[config.mk]
export PLATFORM = sky130hd
export DESIGN_NAME = de1_soc_d8m_rtl
export DESIGN_NICKNAME = d
export VERILOG_FILES = /design/src/rtl/de1_soc_d8m_rtl.sv
export SDC_FILE = /design/constraint.sdc
export NUM_CORES = 1
export LEC_CHECK = 0
export CAP_MARGIN = 20
export CORE_MARGIN = 1.5
export CORE_UTILIZATION = 47
export CTS_CLUSTER_SIZE = 16
export DETAILED_ROUTE_END_ITERATION = 8
export GPL_TIMING_DRIVEN = 0
export PLACE_DENSITY = 0.81
export SKIP_CTS_REPAIR_TIMING = 1
export SLEW_MARGIN = 20
export SYNTH_ARGS = -nofsm -noshare
export SYNTH_HDL_FRONTEND = slang
export SYNTH_SLANG_ARGS = --single-unit
export TNS_END_PERCENT = 50
[constraint.sdc]
create_clock -name CLOCK_50 -period 7.1 [get_ports CLOCK_50]
set_clock_uncertainty 0.15 [all_clocks]
set_input_delay 1.42 -clock CLOCK_50 [delete_from_list [all_inputs] [get_ports CLOCK_50]]
set_output_delay 1.42 -clock CLOCK_50 [all_outputs]
set_load 0.01 [all_outputs]
[src/rtl/de1_soc_d8m_rtl.sv]
// de1_soc_d8m_rtl
//   VGA output core for the DE1-SoC + D8M camera system. Generates 640x480@60
//   timing from the 50 MHz board clock using a 25 MHz pixel enable. Pixel colour
//   comes either from the camera frame-buffer FIFO or from one of three built-in
//   test patterns. The VGA DAC pins are registered one pixel behind the raster
//   counters.
//
// Ports
//   CLOCK_50     in   50 MHz clock (only clock of the block)
//   RESET        in   asynchronous, active-high reset
//   SW[1:0]      in   pattern select: 00 camera, 01 bars, 10 gray ramp, 11 checker
//   PIX_DATA     in   {R,G,B} from the frame-buffer FIFO, valid when PIX_EMPTY=0
//   PIX_EMPTY    in   FIFO empty flag
//   PIX_RD       out  FIFO read strobe, one CLOCK_50 cycle per consumed pixel
//   VGA_CLK      out  25 MHz pixel clock
//   VGA_HS/VS    out  active-low syncs (registered)
//   VGA_BLANK_N  out  high during active video (registered)
//   VGA_SYNC_N   out  tied low
//   VGA_R/G/B    out  registered colour
//   VGA_H_CNT    out  horizontal raster counter 0..H_SYNC_TOTAL-1
//   VGA_V_CNT    out  vertical raster counter 0..V_SYNC_TOTAL-1
//   RED/GREEN/BLUE out combinational colour for the current raster position
//   LEDR[9:0]    out  bit0 sticky FIFO underrun, bits 9:1 frame counter

module de1_soc_d8m_rtl #(
  parameter int H_SYNC_CYC   = 96,
  parameter int H_SYNC_BACK  = 48,
  parameter int H_SYNC_ACT   = 640,
  parameter int H_SYNC_FRONT = 16,
  parameter int H_SYNC_TOTAL = 800,
  parameter int V_SYNC_CYC   = 2,
  parameter int V_SYNC_BACK  = 33,
  parameter int V_SYNC_ACT   = 480,
  parameter int V_SYNC_FRONT = 10,
  parameter int V_SYNC_TOTAL = 525
) (
  input  logic        CLOCK_50,
  input  logic        RESET,
  input  logic [1:0]  SW,
  input  logic [23:0] PIX_DATA,
  input  logic        PIX_EMPTY,
  output logic        PIX_RD,
  output logic        VGA_CLK,
  output logic        VGA_HS,
  output logic        VGA_VS,
  output logic        VGA_BLANK_N,
  output logic        VGA_SYNC_N,
  output logic [7:0]  VGA_R,
  output logic [7:0]  VGA_G,
  output logic [7:0]  VGA_B,
  output logic [10:0] VGA_H_CNT,
  output logic [9:0]  VGA_V_CNT,
  output logic [7:0]  RED,
  output logic [7:0]  GREEN,
  output logic [7:0]  BLUE,
  output logic [9:0]  LEDR
);

  localparam logic [10:0] H_LAST      = 11'(H_SYNC_TOTAL - 1);
  localparam logic [10:0] H_SYNC_END  = 11'(H_SYNC_CYC);
  localparam logic [10:0] H_ACT_START = 11'(H_SYNC_CYC + H_SYNC_BACK);
  localparam logic [10:0] H_ACT_END   = 11'(H_SYNC_CYC + H_SYNC_BACK + H_SYNC_ACT);
  localparam logic [9:0]  V_LAST      = 10'(V_SYNC_TOTAL - 1);
  localparam logic [9:0]  V_SYNC_END  = 10'(V_SYNC_CYC);
  localparam logic [9:0]  V_ACT_START = 10'(V_SYNC_CYC + V_SYNC_BACK);
  localparam logic [9:0]  V_ACT_END   = 10'(V_SYNC_CYC + V_SYNC_BACK + V_SYNC_ACT);

  // The totals are given separately from the four segments; a mismatch would
  // silently shift the porches, so refuse to elaborate.
  generate
    if (H_SYNC_CYC + H_SYNC_BACK + H_SYNC_ACT + H_SYNC_FRONT != H_SYNC_TOTAL) begin : g_bad_h_total
      $error("horizontal timing segments do not add up to H_SYNC_TOTAL");
    end
    if (V_SYNC_CYC + V_SYNC_BACK + V_SYNC_ACT + V_SYNC_FRONT != V_SYNC_TOTAL) begin : g_bad_v_total
      $error("vertical timing segments do not add up to V_SYNC_TOTAL");
    end
  endgenerate

  logic        tick_reg;
  logic [10:0] h_cnt_reg;
  logic [9:0]  v_cnt_reg;
  logic [8:0]  frame_cnt_reg;
  logic        underrun_reg;
  logic [23:0] vga_rgb_reg;
  logic        hs_reg;
  logic        vs_reg;
  logic        blank_n_reg;

  logic        pe;
  logic        h_wrap;
  logic        v_wrap;
  logic        active;
  logic        camera_sel;
  logic [10:0] x_pix;
  logic        y_bit5;
  logic [6:0]  bar_ge;
  logic [2:0]  bar_idx;
  logic [23:0] bar_rgb;
  logic [23:0] pix_rgb;

  // tick runs at half rate; the cycle where it is high is the pixel enable.
  assign pe     = tick_reg;
  assign h_wrap = (h_cnt_reg == H_LAST);
  assign v_wrap = (v_cnt_reg == V_LAST);
  assign active = (h_cnt_reg >= H_ACT_START) && (h_cnt_reg < H_ACT_END) &&
                  (v_cnt_reg >= V_ACT_START) && (v_cnt_reg < V_ACT_END);
  assign camera_sel = (SW == 2'b00);

  // Pixel coordinates are only meaningful inside the active window; outside it
  // they wrap, but every consumer is gated by active.
  assign x_pix  = h_cnt_reg - H_ACT_START;
  assign y_bit5 = 1'((v_cnt_reg - V_ACT_START) >> 5);

  // Colour-bar index = x/80, built as a thermometer of bar boundaries so no
  // divider is needed.
  genvar gi;
  generate
    for (gi = 1; gi < 8; gi++) begin : g_bar_edge
      assign bar_ge[gi-1] = (x_pix >= 11'(80 * gi));
    end
  endgenerate

  always_comb begin
    bar_idx = 3'd0;
    for (int i = 0; i < 7; i++) begin
      bar_idx = bar_idx + {2'b00, bar_ge[i]};
    end
  end

  always_comb begin
    bar_rgb = 24'h000000;
    case (bar_idx)
      3'd0:    bar_rgb = 24'hFFFFFF;
      3'd1:    bar_rgb = 24'hFFFF00;
      3'd2:    bar_rgb = 24'h00FFFF;
      3'd3:    bar_rgb = 24'h00FF00;
      3'd4:    bar_rgb = 24'hFF00FF;
      3'd5:    bar_rgb = 24'hFF0000;
      3'd6:    bar_rgb = 24'h0000FF;
      default: bar_rgb = 24'h000000;
    endcase
  end

  always_comb begin
    pix_rgb = 24'h000000;
    if (active) begin
      case (SW)
        2'b00:   pix_rgb = PIX_EMPTY ? 24'h000000 : PIX_DATA;
        2'b01:   pix_rgb = bar_rgb;
        2'b10:   pix_rgb = {x_pix[7:0], x_pix[7:0], x_pix[7:0]};
        default: pix_rgb = (x_pix[5] ^ y_bit5) ? 24'hFFFFFF : 24'h000000;
      endcase
    end
  end

  always_ff @(posedge CLOCK_50 or posedge RESET) begin
    if (RESET) begin
      tick_reg      <= 1'b0;
      h_cnt_reg     <= '0;
      v_cnt_reg     <= '0;
      frame_cnt_reg <= '0;
      underrun_reg  <= 1'b0;
      vga_rgb_reg   <= '0;
      hs_reg        <= 1'b0;
      vs_reg        <= 1'b0;
      blank_n_reg   <= 1'b0;
    end else begin
      tick_reg <= ~tick_reg;
      if (pe) begin
        h_cnt_reg <= h_wrap ? 11'd0 : h_cnt_reg + 11'd1;
        if (h_wrap) begin
          v_cnt_reg <= v_wrap ? 10'd0 : v_cnt_reg + 10'd1;
          if (v_wrap) begin
            frame_cnt_reg <= frame_cnt_reg + 9'd1;
          end
        end
        // Starved FIFO while the camera is on screen: latch until reset.
        if (active && camera_sel && PIX_EMPTY) begin
          underrun_reg <= 1'b1;
        end
        // Pin outputs capture this pixel's values, so they trail the
        // counters by exactly one pixel and stay aligned with each other.
        vga_rgb_reg <= pix_rgb;
        hs_reg      <= ~(h_cnt_reg < H_SYNC_END);
        vs_reg      <= ~(v_cnt_reg < V_SYNC_END);
        blank_n_reg <= active;
      end
    end
  end

  assign PIX_RD      = pe && active && camera_sel && !PIX_EMPTY;
  assign VGA_CLK     = tick_reg;
  assign VGA_HS      = hs_reg;
  assign VGA_VS      = vs_reg;
  assign VGA_BLANK_N = blank_n_reg;
  assign VGA_SYNC_N  = 1'b0;
  assign VGA_R       = vga_rgb_reg[23:16];
  assign VGA_G       = vga_rgb_reg[15:8];
  assign VGA_B       = vga_rgb_reg[7:0];
  assign VGA_H_CNT   = h_cnt_reg;
  assign VGA_V_CNT   = v_cnt_reg;
  assign RED         = pix_rgb[23:16];
  assign GREEN       = pix_rgb[15:8];
  assign BLUE        = pix_rgb[7:0];
  assign LEDR        = {frame_cnt_reg, underrun_reg};

endmodule

==> metrics list, run 1 <==
- After synthesis, the share of flip-flops with an asynchronous set or reset is 1.00.
- Routability-driven placement finished with a final weighted congestion of 0.869.
- Data on the critical path arrives at its endpoint at 5.22 ns.
- Timing analysis after detailed placement gives a worst setup slack of 0.0876 ns.
- The number of placed instances, taps included, is 597.
- Of the post-synthesis cell area, the part taken by muxes is 0.0182.
* Endpoint class of the critical path: output port
* Signed area change from the synthesized netlist to the final layout: 45.7%
* First-iteration detailed-routing DRC count: 222
* Worst-case headroom to the max-slew limit: 0.594
- The first global-routing pass estimated 16500 microns of wire.
- Yosys mapped a number of flops with a built-in enable equal to 0.
* Power Total: 728 uW
- Input and output buffers added on the ports amount to 112.
- Largest net degree at the start of global routing: 60
* Min-Delay Path Class: register to register
- When the netlist entered floorplanning its net count stood at 426.
- After synthesis the cells add up to 3500 sq um.
- STA puts the critical path data required time at 5.53 ns.
* Buffer type at the clock tree root: sky130_fd_sc_hd__clkbuf_8
- Fraction of the cycle the final worst path needs: 0.956
- For this run the aggregate overflow at the end of global routing stands at 0.
- Adder and majority cell fraction of the synthesized area: 0.0515
* Delay of the slowest critical-path stage: 0.56 ns
- Setup repair after global routing left no endpoint under its margin.
- The register with the most flip-flops in the layout has 24 of them.
* Length of the first detailed-routing pass in iterations: 4
- Number of global-route vias before repair: 3323
- Counting cells, the worst reg-to-reg path comes to 17.
* Post-detailed-routing wire length: 10500 microns
- The number of different library cells used by synthesis comes to 51.
- Setup slack on the critical path of the routed design comes to 0.311 ns.
- Tightest hold margin: 0.316 ns
- The clock reaches the later pin of the worst-skew pair after 0.34 ns.
- Count of state elements after synthesis: 59
- The wire-length estimate of the detail-placed layout is 7630 microns.
* Series of cell instances along the critical path: buf_2 -> inv_2 -> ha_4 -> nor4bb_2 -> mux2i_1 -> o32a_1 -> or2_2 -> nor3_4 -> fa_1 -> fa_1 -> inv_1 -> fa_1 -> inv_1 -> a21o_2 -> a21oi_1 -> nor3_1 -> clkdlybuf4s50_1
- Post-Route Utilization: 0.707
- The run finished with clean final reports.
* Average wire length per cell after detail routing: 17.1 microns
- Xor/xnor share of the synthesized area: 0.0476
- MaxCap Viol Count: 0
- TritonCTS Sinks: 59
- Across every metal layer, demand over resource in global routing totals 0.275.
- Top_reg_cell synth: sky130_fd_sc_hd__dfrtp_1
- Core footprint: 7210 sq um
* Detail Route Antenna Nets: 0
- Count of cells along the worst hold path: 1
- The commonest cells after synthesis are sky130_fd_sc_hd__dfrtp_1, sky130_fd_sc_hd__a21oi_1, sky130_fd_sc_hd__inv_1, sky130_fd_sc_hd__nand2_1, sky130_fd_sc_hd__nor3_1.
- Count of placed standard cells in the final layout, fillers left out: 613
* Main combinational cell family by area after synthesis: simple AND/OR/NAND/NOR gates
- In this run the worst path has a maximum fanout of 9.
- By instance count, the cell type seen most on the critical path is sky130_fd_sc_hd__fa_1.
* Synth top area share: 0.422
- Total count of max-transition violations in the final report: 0
- # DRC: 0
- The initial utilization of the core area, before any placement, comes to 0.485.
* TritonCTS buffer count: 9
* Sequential element share of the synthesized area: 0.422
* Worst Tran Pin Value: 0.608 ns
- Gate Count Post-Synth: 385
- Grouping stages by cell kind, the critical path spends the most delay in adder cells.
- Timing would allow up to 147 MHz.
* Endpoint of the worst register-to-register path: vga_rgb_reg[16]
- Cell with the most instances after synthesis: sky130_fd_sc_hd__dfrtp_1
* Largest buffer count on any clock path: 2
* Critical Setup Path Class: register to output port
- The worst-case IR drop observed on VDD is 107 uV.
- The compound-cell area share of the yosys netlist came to 0.184.
* Number of buffer and inverter instances along the worst setup path: 5
- The final layout contains 550 nets.
- Syn_area_per_cell: 9.09 sq um
- Placement Rows: 31
- Number of levels in the clock H-tree: 3
- Beginning of the worst hold path: underrun_reg
- Setup violations remaining at the end of the flow were counted as 0.
* Y dimension of the die: 89.3 microns
* Worst Hold Endpoint: underrun_reg
- Number of antenna violations at the first check in global routing: 0
- In the routed layout, each cell is associated on average with a via count of 5.69.
- Of the total synthesized cell area, the portion taken by AND, OR, NAND and NOR gates is 0.209.
- The worst setup path is launched from a register.
- Ratio of cells with drive above 1 in the final layout: 0.0973
* FF-to-FF setup slack: 2.11 ns
- The biggest area contributor in the post-synthesis netlist is sky130_fd_sc_hd__dfrtp_1.
- Final hold vios: 0
* Io pins: 114
- Clock tree from TritonCTS: done
- Cell with the biggest individual delay on the critical path: sky130_fd_sc_hd__fa_1
- DIE WIDTH: 89.3 microns
- Areal power density over the cells: 143 nW/um^2
- Clock-pin slew was measured on the worst setup and hold paths at 0.07 ns.
- The worst register-to-register path begins at VGA_H_CNT[4].
* Leakage dissipation: 0.00239 uW
- After filler insertion, the fill cell instance count of the layout stands at 588.
- Area contributors post-synth: sky130_fd_sc_hd__dfrtp_1, sky130_fd_sc_hd__o32ai_1, sky130_fd_sc_hd__a21oi_1, sky130_fd_sc_hd__nor3_1, sky130_fd_sc_hd__inv_1
* Clock period minus final worst setup slack: 6.79 ns
* Final antenna diode count: 0
- Die outline area: 7970 sq um
- The Yosys step of the flow raised 0 warnings.
- Vias post-DR: 3486
per-stage QoR:
stage / cell area (sq um) / setup TNS (ns)
3_5_place_dp: 4770 / 0
6_report: 5100 / 0
3_3_place_gp: 4740 / 0
5_1_grt: 5100 / 0
4_1_cts: 4990 / -3.79
2_1_floorplan: 3500 / 0
cells in the final DEF, fill, tap and decap left out, drive strengths merged, types with 11 or more instances in the layout:
cell type,n
nor2,24
o21ai,21
buf,13
clkdlybuf4s50,96
xor2,11
clkbuf,26
dfrtp,59
dlymetal6s2s,16
nand2,28
inv,31
o32ai,19
a21oi,31
nor3,26
where the power goes:
part | switching [uW] | total [uW] | leakage [uW] | internal [uW]
sequential | 0 | 336 | 0.000810 | 336
clock | 135 | 343 | 0.000111 | 207
combinational | 28.0 | 49.5 | 0.00147 | 21.6
kinds of logic (layout without fill, tap and decap cells):
logic type / Yosys count / after routing
flops: 59 / 59
simple gates: 134 / 134
fa+ha+maj: 12 / 12
compound gates: 97 / 97
other cells: 1 / 1
mux: 6 / 6
buf+inv: 57 / 186
xor+xnor: 19 / 19
layer usage:
layer / track usage / share of wire / up-vias
met5: 0 / 0 / -
met4: 0.109 / 0.017 / 0
met3: 0.0702 / 0.050 / 17
met2: 0.429 / 0.50 / 100
met1: 0.368 / 0.43 / 1739
li1: - / - / 1630
area by class of cell:
| cell class | instances | area (sq um) | area share |
|---|---|---|---|
| buffer | 26 | 118 | 0.0231 |
| clock buffer | 12 | 145 | 0.0285 |
| clock inverter | 4 | 73.8 | 0.0145 |
| inverter | 31 | 119 | 0.0233 |
| multi-input combinational | 269 | 1850 | 0.364 |
| sequential | 59 | 1480 | 0.290 |
| tap | 99 | 124 | 0.0243 |
| timing repair buffer | 113 | 1190 | 0.233 |
worst max path at each step:
stage / cells after the start / startpoint / slack [ns] / to
finish: 17 / VGA_H_CNT[4] / 0.31 / BLUE[6]
detailed placement: 18 / VGA_H_CNT[4] / 0.09 / RED[6]
floorplan: 17 / VGA_H_CNT[4] / 0.95 / RED[6]
CTS: 18 / VGA_H_CNT[4] / -0.29 / RED[4]
global route: 17 / VGA_H_CNT[4] / 0.06 / BLUE[6]
global placement: 18 / VGA_H_CNT[4] / 0.19 / RED[5]
(Power assumes the default switching activity.)
==> run 2, diff against run 1 <==
--- a/config.mk
+++ b/config.mk
@@ -8,6 +8,7 @@
 export CAP_MARGIN = 20
 export CORE_MARGIN = 1.5
 export CORE_UTILIZATION = 47
+export CTS_CLUSTER_DIAMETER = 100
 export CTS_CLUSTER_SIZE = 16
 export DETAILED_ROUTE_END_ITERATION = 8
 export GPL_TIMING_DRIVEN = 0
==> results of run 2 <==
The final DEF is identical to that of run 1; final timing and power are the same.
==> run 3, diff against run 2 <==
--- a/config.mk
+++ b/config.mk
@@ -8,11 +8,10 @@
 export CAP_MARGIN = 20
 export CORE_MARGIN = 1.5
 export CORE_UTILIZATION = 47
-export CTS_CLUSTER_DIAMETER = 100
 export CTS_CLUSTER_SIZE = 16
 export DETAILED_ROUTE_END_ITERATION = 8
-export GPL_TIMING_DRIVEN = 0
 export PLACE_DENSITY = 0.81
+export SETUP_SLACK_MARGIN = 0.5
 export SKIP_CTS_REPAIR_TIMING = 1
 export SLEW_MARGIN = 20
 export SYNTH_ARGS = -nofsm -noshare
==> run 3 against run 2 <==
First-iteration DRC count up 12%. Hold slack better by 0.0029 ns. Register-to-register slack better by 0.29 ns. Die area stayed put. Global-route usage shrank 1.9 points. Largest cell class unchanged.
==> metrics list, run 3 (synthesis gave the netlist of run 1 again) <==
* Number of flip-flops in the largest register: 24 (unchanged)
- The detailed-route wire length per cell is 17.2 microns (+0.52%).
* Io pins: 114 (unchanged)
* Fraction of the cycle the final worst path needs: 0.925 (-0.0314)
* Endpoint class of the critical path: output port
- The total CTS buffers was 9 (unchanged).
* Cell with the biggest individual delay on the critical path: sky130_fd_sc_hd__fa_1
* Signed area change from the synthesized netlist to the final layout: 41.3%
- The leakage power was 0.00222 uW (-7.3%).
- # DRC: 0 (unchanged)
- The first-pass GRT wire length is 15600 microns (-5.7%).
* Port-buffer cells: 112 (unchanged)
- Power Total: 646 uW (-11%)
- The number of nets still failing antenna checks after routing came to 0 (unchanged).
- The number of antenna violations at the first check in global routing came to 0 (unchanged).
- The worst setup path is launched from a register.
* GRT Overall Usage: 0.256 (-0.0186)
* Number of levels in the clock H-tree: 3 (unchanged)
* Remaining Overflow, GRT: 0 (unchanged)
- Areal power density over the cells: 131 nW/um^2 (-8.6%)
- The effective utilization at floorplan was 0.485 (unchanged).
- Critical Setup Path Class: register to output port
* Length of the first detailed-routing pass in iterations: 5 (+1)
* Number of setup violations in the final report: 0 (unchanged)
- The setup TNS was 0 ns (unchanged).
- The worst-case hold slack came to 0.319 ns (+0.00292 ns).
- Post-Route Utilization: 0.685 (-0.0215)
* FF-to-FF setup slack: 2.40 ns (+0.29 ns)
* Placement Rows: 31 (unchanged)
- Y dimension of the die: 89.3 microns (unchanged)
- The delay of the slowest cell on the worst path was 0.55 ns (about the same).
- Per-cell via count in the routed design: 5.80 (+2.0%)
* Most used cells in the layout excluding fill and tap cells: sky130_fd_sc_hd__clkdlybuf4s50_1, sky130_fd_sc_hd__dfrtp_1, sky130_fd_sc_hd__inv_1
- Grouping stages by cell kind, the critical path spends the most delay in adder cells.
- Most common cell after layout, fill and taps aside: sky130_fd_sc_hd__clkdlybuf4s50_1
- The placed instance count is 576 (-3.5%).
- Clock tree from TritonCTS: done
- The clock-pin transition on the worst setup and hold timing paths was 0.07 ns (about the same).
- The worst supply voltage drop on vdd was 108 uV (+1.8%).
* CP Data Required Time: 5.53 ns (about the same)
* Ratio of cells with drive above 1 in the final layout: 0.121 (+0.0234)
- Clock network latency to the later pin of the worst-skew pair: 0.34 ns (about the same)
* Worst Tran Pin Value: 0.777 ns (+0.169 ns)
* Status: completed
- The critical path goes through inv_1 -> ha_4 -> nor4bb_2 -> mux2i_1 -> o32a_1 -> or2_4 -> nor3_4 -> fa_1 -> fa_1 -> inv_1 -> fa_1 -> fa_1 -> inv_1 -> a21o_4 -> a21oi_1 -> nor2_1 -> clkdlybuf4s50_1.
* Maximum net fanout on the critical path: 8 (-1)
* Number of global-route vias before repair: 3086 (-7.1%)
- Die outline area: 7970 sq um (unchanged)
- The count of vias placed by the detailed router came to 3457 (-0.83%).
* Core footprint: 7210 sq um (unchanged)
- Final weighted congestion of routability-driven global placement: 0.895 (+2.9%)
- The worst slew slack as a fraction of its limit came to 0.480 (-0.114).
- Largest net degree at the start of global routing: 60 (unchanged)
- Number of buffer and inverter instances along the worst setup path: 4 (-1)
* DIE WIDTH: 89.3 microns (unchanged)
- Clock period minus final worst setup slack: 6.57 ns (-0.223 ns)
* Largest buffer count on any clock path: 2 (unchanged)
- RSZ-0062 raised after global routing: yes
- In this design, the critical path's most frequently occurring cell is sky130_fd_sc_hd__fa_1.
- MaxCap Viol Count: 0 (unchanged)
- The clock sink count came to 59 (unchanged).
- The number of DRC markers after the initial detailed-route iteration was 249 (+12%).
- Data arrival time at the worst-slack endpoint: 5.00 ns (-0.22 ns)
* Count of placed standard cells in the final layout, fillers left out: 596 (-2.8%)
- The tree is rooted in a sky130_fd_sc_hd__clkbuf_8.
* Final hold vios: 0 (unchanged)
* Placed wire-length estimate after detailed placement: 7120 microns (-6.8%)
- The final antenna diode count is 0 (unchanged).
- The highest achievable clock rate is 152 MHz (+3.4%).
* Post-detailed-routing wire length: 10300 microns (-2.3%)
- Total count of max-transition violations in the final report: 0 (unchanged)
* Min-Delay Path Class: register to register
- The net count of the finished layout came to 534 (-2.9%).
run 3: worst register-to-register path: cells and delay by family (launching register included):
| family | cells | cell delay [ns] |
|---|---|---|
| adder cells (fa/ha/maj) | 5 | 2.10 |
| AND/OR/NAND/NOR | 3 | 0.77 |
| flip-flops | 1 | 0.43 |
| buffers and inverters | 3 | 0.22 |
| multiplexers | 1 | 0.11 |
| AO/OA/AOI/OAI | 4 | 0.76 |
run 3: layer usage:
layer / global-route usage / share of wire / vias up
li1: - / - / 1613
met1: 0.355 / 0.43 / 1700
met2: 0.396 / 0.49 / 118
met3: 0.0545 / 0.053 / 26
met4: 0.0965 / 0.023 / 0
met5: 0 / 0 / -
run 3: layout make-up:
class,instances,area [sq um]
clock buffer,12,145
clock inverter,3,15.0
fill,596,2270
inverter,31,116
multi-input combinational,269,1870
sequential,59,1480
tap,99,124
timing repair buffer,123,1200
run 3: final timing paths:
check | cells after the start | to | start
worst min register to register | 1 | underrun_reg | underrun_reg
worst max-delay path | 17 | GREEN[7] | VGA_H_CNT[5]
max in group asynchronous | 3 | VGA_H_CNT[6] | RESET
worst min-delay path | 1 | underrun_reg | underrun_reg
worst max register to register | 16 | vga_rgb_reg[19] | VGA_H_CNT[5]
min in group asynchronous | 3 | frame_cnt_reg[6] | RESET
run 3: power breakdown:
group / total, uW / switching [uW] / leakage (uW) / internal [uW]
Combinational: 47.6 / 27.5 / 0.00133 / 20.1
Sequential: 336 / 0 / 0.000807 / 336
Clock: 262 / 129 / 0.0000860 / 133
run 3: stage by stage:
stage | worst slack (ns) | instance area [sq um]
floorplan | 0.950 | 3500
CTS | -0.118 | 4830
detailed placement | 0.259 | 4670
finish | 0.534 | 4940
global route | 0.314 | 4940
global placement | 0.458 | 4670
